$ cat src/rtl/gray_writer_pkg.sv
// Shared types and constants for the grayscale frame writer.
package gray_writer_pkg;

    typedef enum logic [1:0] {
        S_IDLE     = 2'd0,
        S_WRITE    = 2'd1,
        S_DRAIN    = 2'd2,
        S_WAIT_ACK = 2'd3
    } state_e;

    // BT.601-style luma weights scaled by 256; they sum to exactly 256.
    localparam int unsigned COEF_R     = 77;
    localparam int unsigned COEF_G     = 150;
    localparam int unsigned COEF_B     = 29;
    localparam int unsigned GRAY_SHIFT = 8;
    localparam int unsigned PROD_WIDTH = 16;

endpackage

$ cat src/rtl/rgb_to_gray.sv
// Two-stage RGB888 to 8-bit luma pipeline with a valid/address sideband.
module rgb_to_gray
    import gray_writer_pkg::*;
#(
    parameter int unsigned DATA_WIDTH = 8,
    parameter int unsigned ADDR_WIDTH = 17
) (
    input  logic                    clk,
    input  logic                    reset,
    input  logic                    in_valid,
    input  logic [ADDR_WIDTH-1:0]   in_addr,
    input  logic [3*DATA_WIDTH-1:0] in_rgb,
    output logic                    out_valid,
    output logic [ADDR_WIDTH-1:0]   out_addr,
    output logic [DATA_WIDTH-1:0]   out_gray
);

    logic [PROD_WIDTH-1:0] prod_r_q, prod_g_q, prod_b_q;
    logic [PROD_WIDTH-1:0] sum_c;
    logic [ADDR_WIDTH-1:0] addr1_q;
    logic                  valid1_q;

    assign sum_c = prod_r_q + prod_g_q + prod_b_q;

    // Stage 1: weighted channel products.
    always_ff @(posedge clk or negedge reset) begin
        if (!reset) begin
            valid1_q <= 1'b0;
            addr1_q  <= '0;
            prod_r_q <= '0;
            prod_g_q <= '0;
            prod_b_q <= '0;
        end else begin
            valid1_q <= in_valid;
            if (in_valid) begin
                addr1_q  <= in_addr;
                prod_r_q <= PROD_WIDTH'(COEF_R) * PROD_WIDTH'(in_rgb[3*DATA_WIDTH-1 -: DATA_WIDTH]);
                prod_g_q <= PROD_WIDTH'(COEF_G) * PROD_WIDTH'(in_rgb[2*DATA_WIDTH-1 -: DATA_WIDTH]);
                prod_b_q <= PROD_WIDTH'(COEF_B) * PROD_WIDTH'(in_rgb[DATA_WIDTH-1 -: DATA_WIDTH]);
            end
        end
    end

    // Stage 2: sum and rescale; weights sum to 256 so the result never exceeds 255.
    always_ff @(posedge clk or negedge reset) begin
        if (!reset) begin
            out_valid <= 1'b0;
            out_addr  <= '0;
            out_gray  <= '0;
        end else begin
            out_valid <= valid1_q;
            if (valid1_q) begin
                out_addr <= addr1_q;
                out_gray <= DATA_WIDTH'(sum_c >> GRAY_SHIFT);
            end
        end
    end

endmodule

$ cat src/rtl/gray_frame_writer.sv
// Converts streamed RGB pixels to gray, writes them into a double-buffered
// frame BRAM and publishes completed frames to the consumer with bank swapping.
module gray_frame_writer
    import gray_writer_pkg::*;
#(
    parameter int unsigned DATA_WIDTH      = 8,
    parameter int unsigned IMG_WIDTH       = 176,
    parameter int unsigned IMG_HEIGHT      = 240,
    parameter int unsigned TOTAL_PIXELS    = IMG_WIDTH * IMG_HEIGHT,
    parameter int unsigned PIXEL_CNT_WIDTH = $clog2(TOTAL_PIXELS),
    parameter int unsigned ADDR_WIDTH      = $clog2(2 * TOTAL_PIXELS)
) (
    input  logic                       clk,
    input  logic                       reset,
    input  logic [3*DATA_WIDTH-1:0]    rgb_data,
    input  logic                       pixel_done,
    input  logic [PIXEL_CNT_WIDTH-1:0] pixel_cnt,
    input  logic                       frame_done,
    output logic                       wr_en,
    output logic [ADDR_WIDTH-1:0]      wr_addr,
    output logic [DATA_WIDTH-1:0]      wr_data,
    output logic                       frame_valid,
    output logic                       rd_bank,
    input  logic                       frame_ack,
    output logic                       seq_err,
    output logic                       ovf_err,
    output logic                       busy
);

    localparam logic [PIXEL_CNT_WIDTH-1:0] LAST_IDX   = PIXEL_CNT_WIDTH'(TOTAL_PIXELS - 1);
    localparam logic [ADDR_WIDTH-1:0]      BANK1_BASE = ADDR_WIDTH'(TOTAL_PIXELS);

    state_e                     state_q;
    logic [PIXEL_CNT_WIDTH-1:0] expected_q;
    logic                       rd_bank_q, frame_valid_q, seq_err_q, ovf_err_q, busy_q;

    logic                       accept_c, drain_done_c;
    logic [ADDR_WIDTH-1:0]      bank_base_c, pix_addr_c, last_addr_c;

    // Writes always target the bank the consumer is not reading.
    assign bank_base_c  = rd_bank_q ? '0 : BANK1_BASE;
    assign pix_addr_c   = bank_base_c + ADDR_WIDTH'(pixel_cnt);
    assign last_addr_c  = bank_base_c + ADDR_WIDTH'(LAST_IDX);
    assign accept_c     = pixel_done &&
                          (((state_q == S_IDLE)  && (pixel_cnt == '0)) ||
                           ((state_q == S_WRITE) && (pixel_cnt == expected_q)));
    assign drain_done_c = (state_q == S_DRAIN) && wr_en && (wr_addr == last_addr_c);

    rgb_to_gray #(
        .DATA_WIDTH (DATA_WIDTH),
        .ADDR_WIDTH (ADDR_WIDTH)
    ) u_rgb_to_gray (
        .clk       (clk),
        .reset     (reset),
        .in_valid  (accept_c),
        .in_addr   (pix_addr_c),
        .in_rgb    (rgb_data),
        .out_valid (wr_en),
        .out_addr  (wr_addr),
        .out_gray  (wr_data)
    );

    always_ff @(posedge clk or negedge reset) begin
        if (!reset) begin
            state_q       <= S_IDLE;
            expected_q    <= '0;
            rd_bank_q     <= 1'b0;
            frame_valid_q <= 1'b0;
            seq_err_q     <= 1'b0;
            ovf_err_q     <= 1'b0;
            busy_q        <= 1'b0;
        end else begin
            // An ack releases the read bank; a swap later in this block overrides it.
            if (frame_ack) frame_valid_q <= 1'b0;
            unique case (state_q)
                S_IDLE: begin
                    if (pixel_done) begin
                        if (pixel_cnt == '0) begin
                            expected_q <= PIXEL_CNT_WIDTH'(1);
                            state_q    <= S_WRITE;
                            busy_q     <= 1'b1;
                        end else begin
                            seq_err_q  <= 1'b1;
                        end
                    end
                end
                S_WRITE: begin
                    if (accept_c && (pixel_cnt == LAST_IDX)) begin
                        expected_q <= '0;
                        state_q    <= S_DRAIN;
                    end else if (frame_done || (pixel_done && !accept_c)) begin
                        seq_err_q  <= 1'b1;
                        expected_q <= '0;
                        state_q    <= S_IDLE;
                        busy_q     <= 1'b0;
                    end else if (accept_c) begin
                        expected_q <= expected_q + PIXEL_CNT_WIDTH'(1);
                    end
                end
                S_DRAIN: begin
                    if (pixel_done) ovf_err_q <= 1'b1;
                    if (drain_done_c) begin
                        if (!frame_valid_q || frame_ack) begin
                            rd_bank_q     <= ~rd_bank_q;
                            frame_valid_q <= 1'b1;
                            state_q       <= S_IDLE;
                            busy_q        <= 1'b0;
                        end else begin
                            state_q       <= S_WAIT_ACK;
                        end
                    end
                end
                S_WAIT_ACK: begin
                    if (pixel_done) ovf_err_q <= 1'b1;
                    if (frame_ack) begin
                        rd_bank_q     <= ~rd_bank_q;
                        frame_valid_q <= 1'b1;
                        state_q       <= S_IDLE;
                        busy_q        <= 1'b0;
                    end
                end
                default: begin
                    state_q <= S_IDLE;
                    busy_q  <= 1'b0;
                end
            endcase
        end
    end

    assign frame_valid = frame_valid_q;
    assign rd_bank     = rd_bank_q;
    assign seq_err     = seq_err_q;
    assign ovf_err     = ovf_err_q;
    assign busy        = busy_q;

endmodule

$ cat config.mk
export PLATFORM = sky130hd
export DESIGN_NAME = gray_frame_writer
export DESIGN_NICKNAME = d
export VERILOG_FILES = /design/src/rtl/gray_writer_pkg.sv /design/src/rtl/rgb_to_gray.sv /design/src/rtl/gray_frame_writer.sv
export SDC_FILE = /design/constraint.sdc
export NUM_CORES = 1
export LEC_CHECK = 0
export BUFFER_PORTS_ARGS = -buffer_cell sky130_fd_sc_hd__buf_4
export CORE_MARGIN = 4
export CORE_UTILIZATION = 36
export CTS_CLUSTER_DIAMETER = 50
export CTS_CLUSTER_SIZE = 12
export DETAILED_ROUTE_END_ITERATION = 8
export PLACE_DENSITY_LB_ADDON = 0.2
export SLEW_MARGIN = 20
export SYNTH_ARGS = -nofsm -noshare
export SYNTH_HDL_FRONTEND = slang
export SYNTH_HIERARCHICAL = 1
export SYNTH_SLANG_ARGS = --single-unit
$ cat constraint.sdc
create_clock -name clk -period 6.3 [get_ports clk]
set_input_delay 0.63 -clock clk [delete_from_list [all_inputs] [get_ports clk]]
set_output_delay 0.63 -clock clk [all_outputs]
set_load 0.01 [all_outputs]
# Yosys cells after proc, flatten, opt, wreduce, memory -nomap -nowiden
# Index checks and enable logic that the tools add are counted.
# totals
regBits	110
inputBits	45
word_cells	100
# op_classes
reduce_logical	23
n_eq_ne	16
multipliers	3
addsub	5
mux	37
bitwise_logic	1
# op_table
op	count
two-way mux 16 bit	6
one-hot mux 16 bit (2 select lines)	1
multiplier 7 x 8 -> 15 bit, first input constant	2
two-way mux 1 bit	18
adder 16 x 16 -> 17 bit	1
adder 16 x 16 -> 17 bit, second input constant	1
== test 17 bit	1
adder 15 x 16 -> 16 bit	1
adder 16 x 1 -> 16 bit, second input constant	1
adder 16 x 13 -> 16 bit	1
== test 16 bit	1
== test 16 bit, second input constant	1
logical NOT 16 bit	1
two-way mux 2 bit	7
multiplier 5 x 8 -> 13 bit, first input constant	1
!= test 2 bit, second input constant	5
AND reduction 5 bit	2
one-hot mux 2 bit (4 select lines)	1
AND reduction 4 bit	2
logical AND 1 bit	7
AND reduction 7 bit	1
!= test 2 x 1 -> 1 bit, second input constant	3
one-hot mux 1 bit (2 select lines)	3
== test 2 bit, second input constant	2
other kinds (11)	15

# Longest topological paths before layout
# logic_depth
word_depth	10
ltp_mapped	14
mapped_depth_nobuf	14

# Hierarchy
# The synthesis kept the hierarchy.
# modules_own_cells
mod	instances	area_each_um2	cells_each	seq_area_each_um2
rgb_to_gray	1	6989.2	645	2177.1
gray_frame_writer	1	1924.3	224	575.6

# Worst setup path before layout
# OpenSTA, ideal clock, no wires.
# synth_path
path_kind	input-to-reg
startpoint	input rgb_data[12]
endpoint	register u_rgb_to_gray.prod_g_q[12]
slack_ns	2.644
setup_ns	0.095
stages	13
required_time_ns	6.205
arrival_ns	3.560
cell_sequence	ha_1 ha_1 inv_1 fa_1 fa_1 inv_1 ha_1 and4_1 o2bb2ai_1 a31oi_1 a21boi_0 o21a_1 o31ai_1
# synth_via
elab_chain_len	1
# synth_lines
item	line	source
start, declared	gray_frame_writer.sv:15	input logic [3*DATA_WIDTH-1:0] rgb_data,
multiplier 7 x 8 -> 15 bit	rgb_to_gray.sv:38	prod_g_q <= PROD_WIDTH'(COEF_G) * PROD_WIDTH'(in_rgb[2*DATA_WIDTH-1 -: DATA_WIDTH]);
end signal, assigned	rgb_to_gray.sv:38	
end, declared	rgb_to_gray.sv:18	logic [PROD_WIDTH-1:0] prod_r_q, prod_g_q, prod_b_q;
# Every way passes these cells.
# A chain may end at the register's enable or synchronous reset.

# Worst setup path after layout
# layout_path
startpoint	input pixel_cnt[1]
endpoint	register u_rgb_to_gray.prod_r_q[12]
# layout_via
elab_chain_len	4
# layout_lines
item	line	source
start, declared	gray_frame_writer.sv:17	input logic [PIXEL_CNT_WIDTH-1:0] pixel_cnt,
== test 16 bit / logical NOT 16 bit (equally long branches)	gray_frame_writer.sv:46, gray_frame_writer.sv:45	
logical AND 1 bit (on tied branches)	gray_frame_writer.sv:46, gray_frame_writer.sv:45	
logical OR 1 bit (*)	gray_frame_writer.sv:45	(((state_q == S_IDLE) && (pixel_cnt == '0)) ||
logical AND 1 bit (*)	gray_frame_writer.sv:44	assign accept_c = pixel_done &&
net accept_c	gray_frame_writer.sv:37	logic accept_c, drain_done_c;
end signal, assigned	rgb_to_gray.sv:37	prod_r_q <= PROD_WIDTH'(COEF_R) * PROD_WIDTH'(in_rgb[3*DATA_WIDTH-1 -: DATA_WIDTH]);
end, declared	rgb_to_gray.sv:18	
# The timed path passes the listed nets; every way through them passes the cells marked *.

==> impl_results.md <==
* Max Clock Freq at 0.264 GHz
* Synthesis Warnings at 6
* Die Ht at 165 um
* Effective utilization at floorplan at 36.7%
* Iter 0 DRT Violations at 360
* Area share of the largest cell type after synthesis at 30.9%
* Register area at 2750 um^2
* Async SR Flop Fraction at 100%
* Setup TNS at 0 ns
* Post-Syn Nets at 1071
* Critical path endpoint category: flop
* Pwr/cell area at 209 nW/um^2
* Sink Count at 110
* Drt total wl at 19900 um
* First-pass DRT Iterations at 4
* Fillers at 2364
* Clk_lat worst skew at 0.37 ns
* Layout cells sized above 1 at 18.7%
* Core ar. at 24300 um^2
* Crit path launch type: primary input
* Maximum vdd drop at 121 uV
* DR vias at 6426
* CTS buffer count at 9
* Ports at 76
* Clk root buf: clkbuf_16
* Synth area leader: dfrtp_1
* Worst Clk Skew at 0.0116 ns
* DRT antenna net count at 0
* Hold/Removal Path Class: in -> async
* GRT Total Usage at 15.3%
* Synth Area per Inst at 10.3 um^2
* Number of global-route vias before repair at 6616
* Post_cts resized at 0
* Dpl hpwl at 15700 um
* Clk pin slew, worst setup/hold paths at 0.08 ns
* CTS Buffer Depth at 2
* Diode count at 0
* Number of antenna violations at the first check in global routing at 0
* GP Congestion at 0.830
* Max-slew violation count at 0
* Predominant post-synthesis flop cell: dfrtp_1
* Area Growth Syn to Fin at 13.3%
* Hold Fails Final Rpt at 0
* Pre-CTS WS at 2.11 ns
* Yosys reg bits at 110
* Final net count at 1133
* Die area at 27300 um^2
* Die width at 165 um
* First-pass GRT wire length at 33700 um
* WP data required at 6.60 ns
* Fin crit period at 3.79 ns
* Worst Tran Pin Value at 0.985 ns
* CTS Hold Bufs at 0
* Crit share post-route at 60.1%
* Remaining Overflow, GRT at 0
* CP Class: in -> reg
* CTS tree: yes
* WP data arrival at 4.09 ns
* # rows at 57
* Ranking of synthesized cells by area: dfrtp_1, ha_1, fa_1
* Vias/cell at 5.10
* Unrepaired setup endpoints after global routing: false
* Most frequent cells in the layout: ha_1, dfrtp_1, inv_1
* Largest net degree at the start of global routing at 62
* Max-Cap Viols at 0
* Distinct cell type count after synthesis at 72
* H-tree Lvls at 3
* Post-CTS Repair Setup Buffers at 0
* Post-Synthesis Cells at 869
* Rel. slew slack at 34.2%
* Leak at 0.00504 uW
* EDFF count, synth at 0
* Outcome: complete, no violations
* Register area share after synthesis at 30.9%
* Most common cell after layout, fill and taps aside: ha_1
* DRC viols at 0
* Final core utilization at 41.5%
* Setup slack after layout at 2.51 ns
* Crit-path max FO at 34
* Final hold slack at 0.268 ns
* Final setup vio count at 0
* Footprint of the multi-input gates at 5670 um^2
* Port bufs at 75
* Routed WL per cell at 15.8 um
* Cell Area, Synth at 8910 um^2
==> per-stage QoR <==
step                area, um^2  power (uW)  cells
finish                   10100        2110   1260
global route             10100        2290   1260
CTS                      10100        2140   1260
detailed placement        9780        1540   1244
global placement          9780        1540   1244
floorplan                 8910        1320    869
==> Yosys cell counts, types with 5 or more instances <==
library cell / number
mux2_2: 57
nor2_1: 37
inv_1: 99
and2_1: 5
or3_1: 11
nand3_1: 15
a31o_2: 8
xnor2_1: 16
ha_1: 119
o211ai_1: 10
nor2b_1: 11
nand4_1: 9
o31ai_1: 9
nor3_1: 16
o2111ai_1: 6
a21boi_0: 5
nand2_1: 47
o21ai_0: 26
clkbuf_1: 15
a21oi_1: 30
buf_1: 6
a31oi_1: 7
xor2_1: 26
dfrtp_1: 110
a211oi_1: 7
nand3b_1: 9
fa_1: 38
o21bai_1: 6
o21a_1: 8
a32o_1: 10
a31o_1: 5
a21o_1: 10
==> layout make-up <==
type,count,share of cell area [%]
clock inverter,7,0.830
tap,324,4.02
clock buffer,9,2.23
multi-input combinational,633,56.2
timing repair buffer,78,5.80
sequential,110,27.3
inverter,99,3.68
==> worst max-delay path, cell delays in order <==
cell and delay (ns):
buf_4 0.13, or4_1 0.51, nor4_1 0.37, nand2_1 0.13, o32a_1 0.35, nor2b_4 0.49, inv_1 0.61, or3_1 0.48
or3_1 0.30, nand3_1 0.07
==> routing by layer <==
| layer | up-vias | track usage (%) | wire, um |
|---|---|---|---|
| li1 | 3238 | - | - |
| met1 | 3075 | 20.7 | 9580 |
| met2 | 98 | 26.0 | 9300 |
| met4 | 0 | 3.60 | 251 |
| met5 | - | 0 | 0 |
| met3 | 15 | 2.28 | 766 |
==> final timing paths <==
path | start | end | slack (ns) | cells past startpoint
max reg2reg | expected_q[3] | u_rgb_to_gray/prod_r_q[12] | 2.81 | 9
max | pixel_cnt[1] | u_rgb_to_gray/prod_r_q[12] | 2.51 | 10
min reg2reg | ovf_err | ovf_err | 0.48 | 1
min in group clk | frame_ack | frame_valid | 0.45 | 2
max in group asynchronous | reset | u_rgb_to_gray/valid1_q | 4.76 | 2
min | reset | seq_err | 0.27 | 1
==> registers in the layout, summed over array words and instances, names as in the netlist, 2 cells and up <==
name / cells
state_q: 2
u_rgb_to_gray/prod_g_q: 15
u_rgb_to_gray/addr1_q: 17
u_rgb_to_gray/out_gray: 8
expected_q: 16
u_rgb_to_gray/prod_r_q: 15
u_rgb_to_gray/prod_b_q: 13
u_rgb_to_gray/out_addr: 17
==> kinds of logic after synthesis <==
kind of cell | share of synthesized area [%]
XOR/XNOR | 4.13
multiplexers | 7.59
buffers and inverters | 5.60
adder cells (fa/ha/maj) | 25.2
flip-flops | 30.9
AND/OR/NAND/NOR | 12.1
AO/OA/AOI/OAI | 14.5
==> report_power, final <==
| part | switching (uW) | internal [uW] | total [uW] | leakage, uW |
|---|---|---|---|---|
| clock network | 307 | 286 | 593 | 0.000150 |
| registers | 32.0 | 723 | 755 | 0.00150 |
| logic | 434 | 327 | 761 | 0.00339 |
No activity file was read; power rests on OpenSTA's default activity.
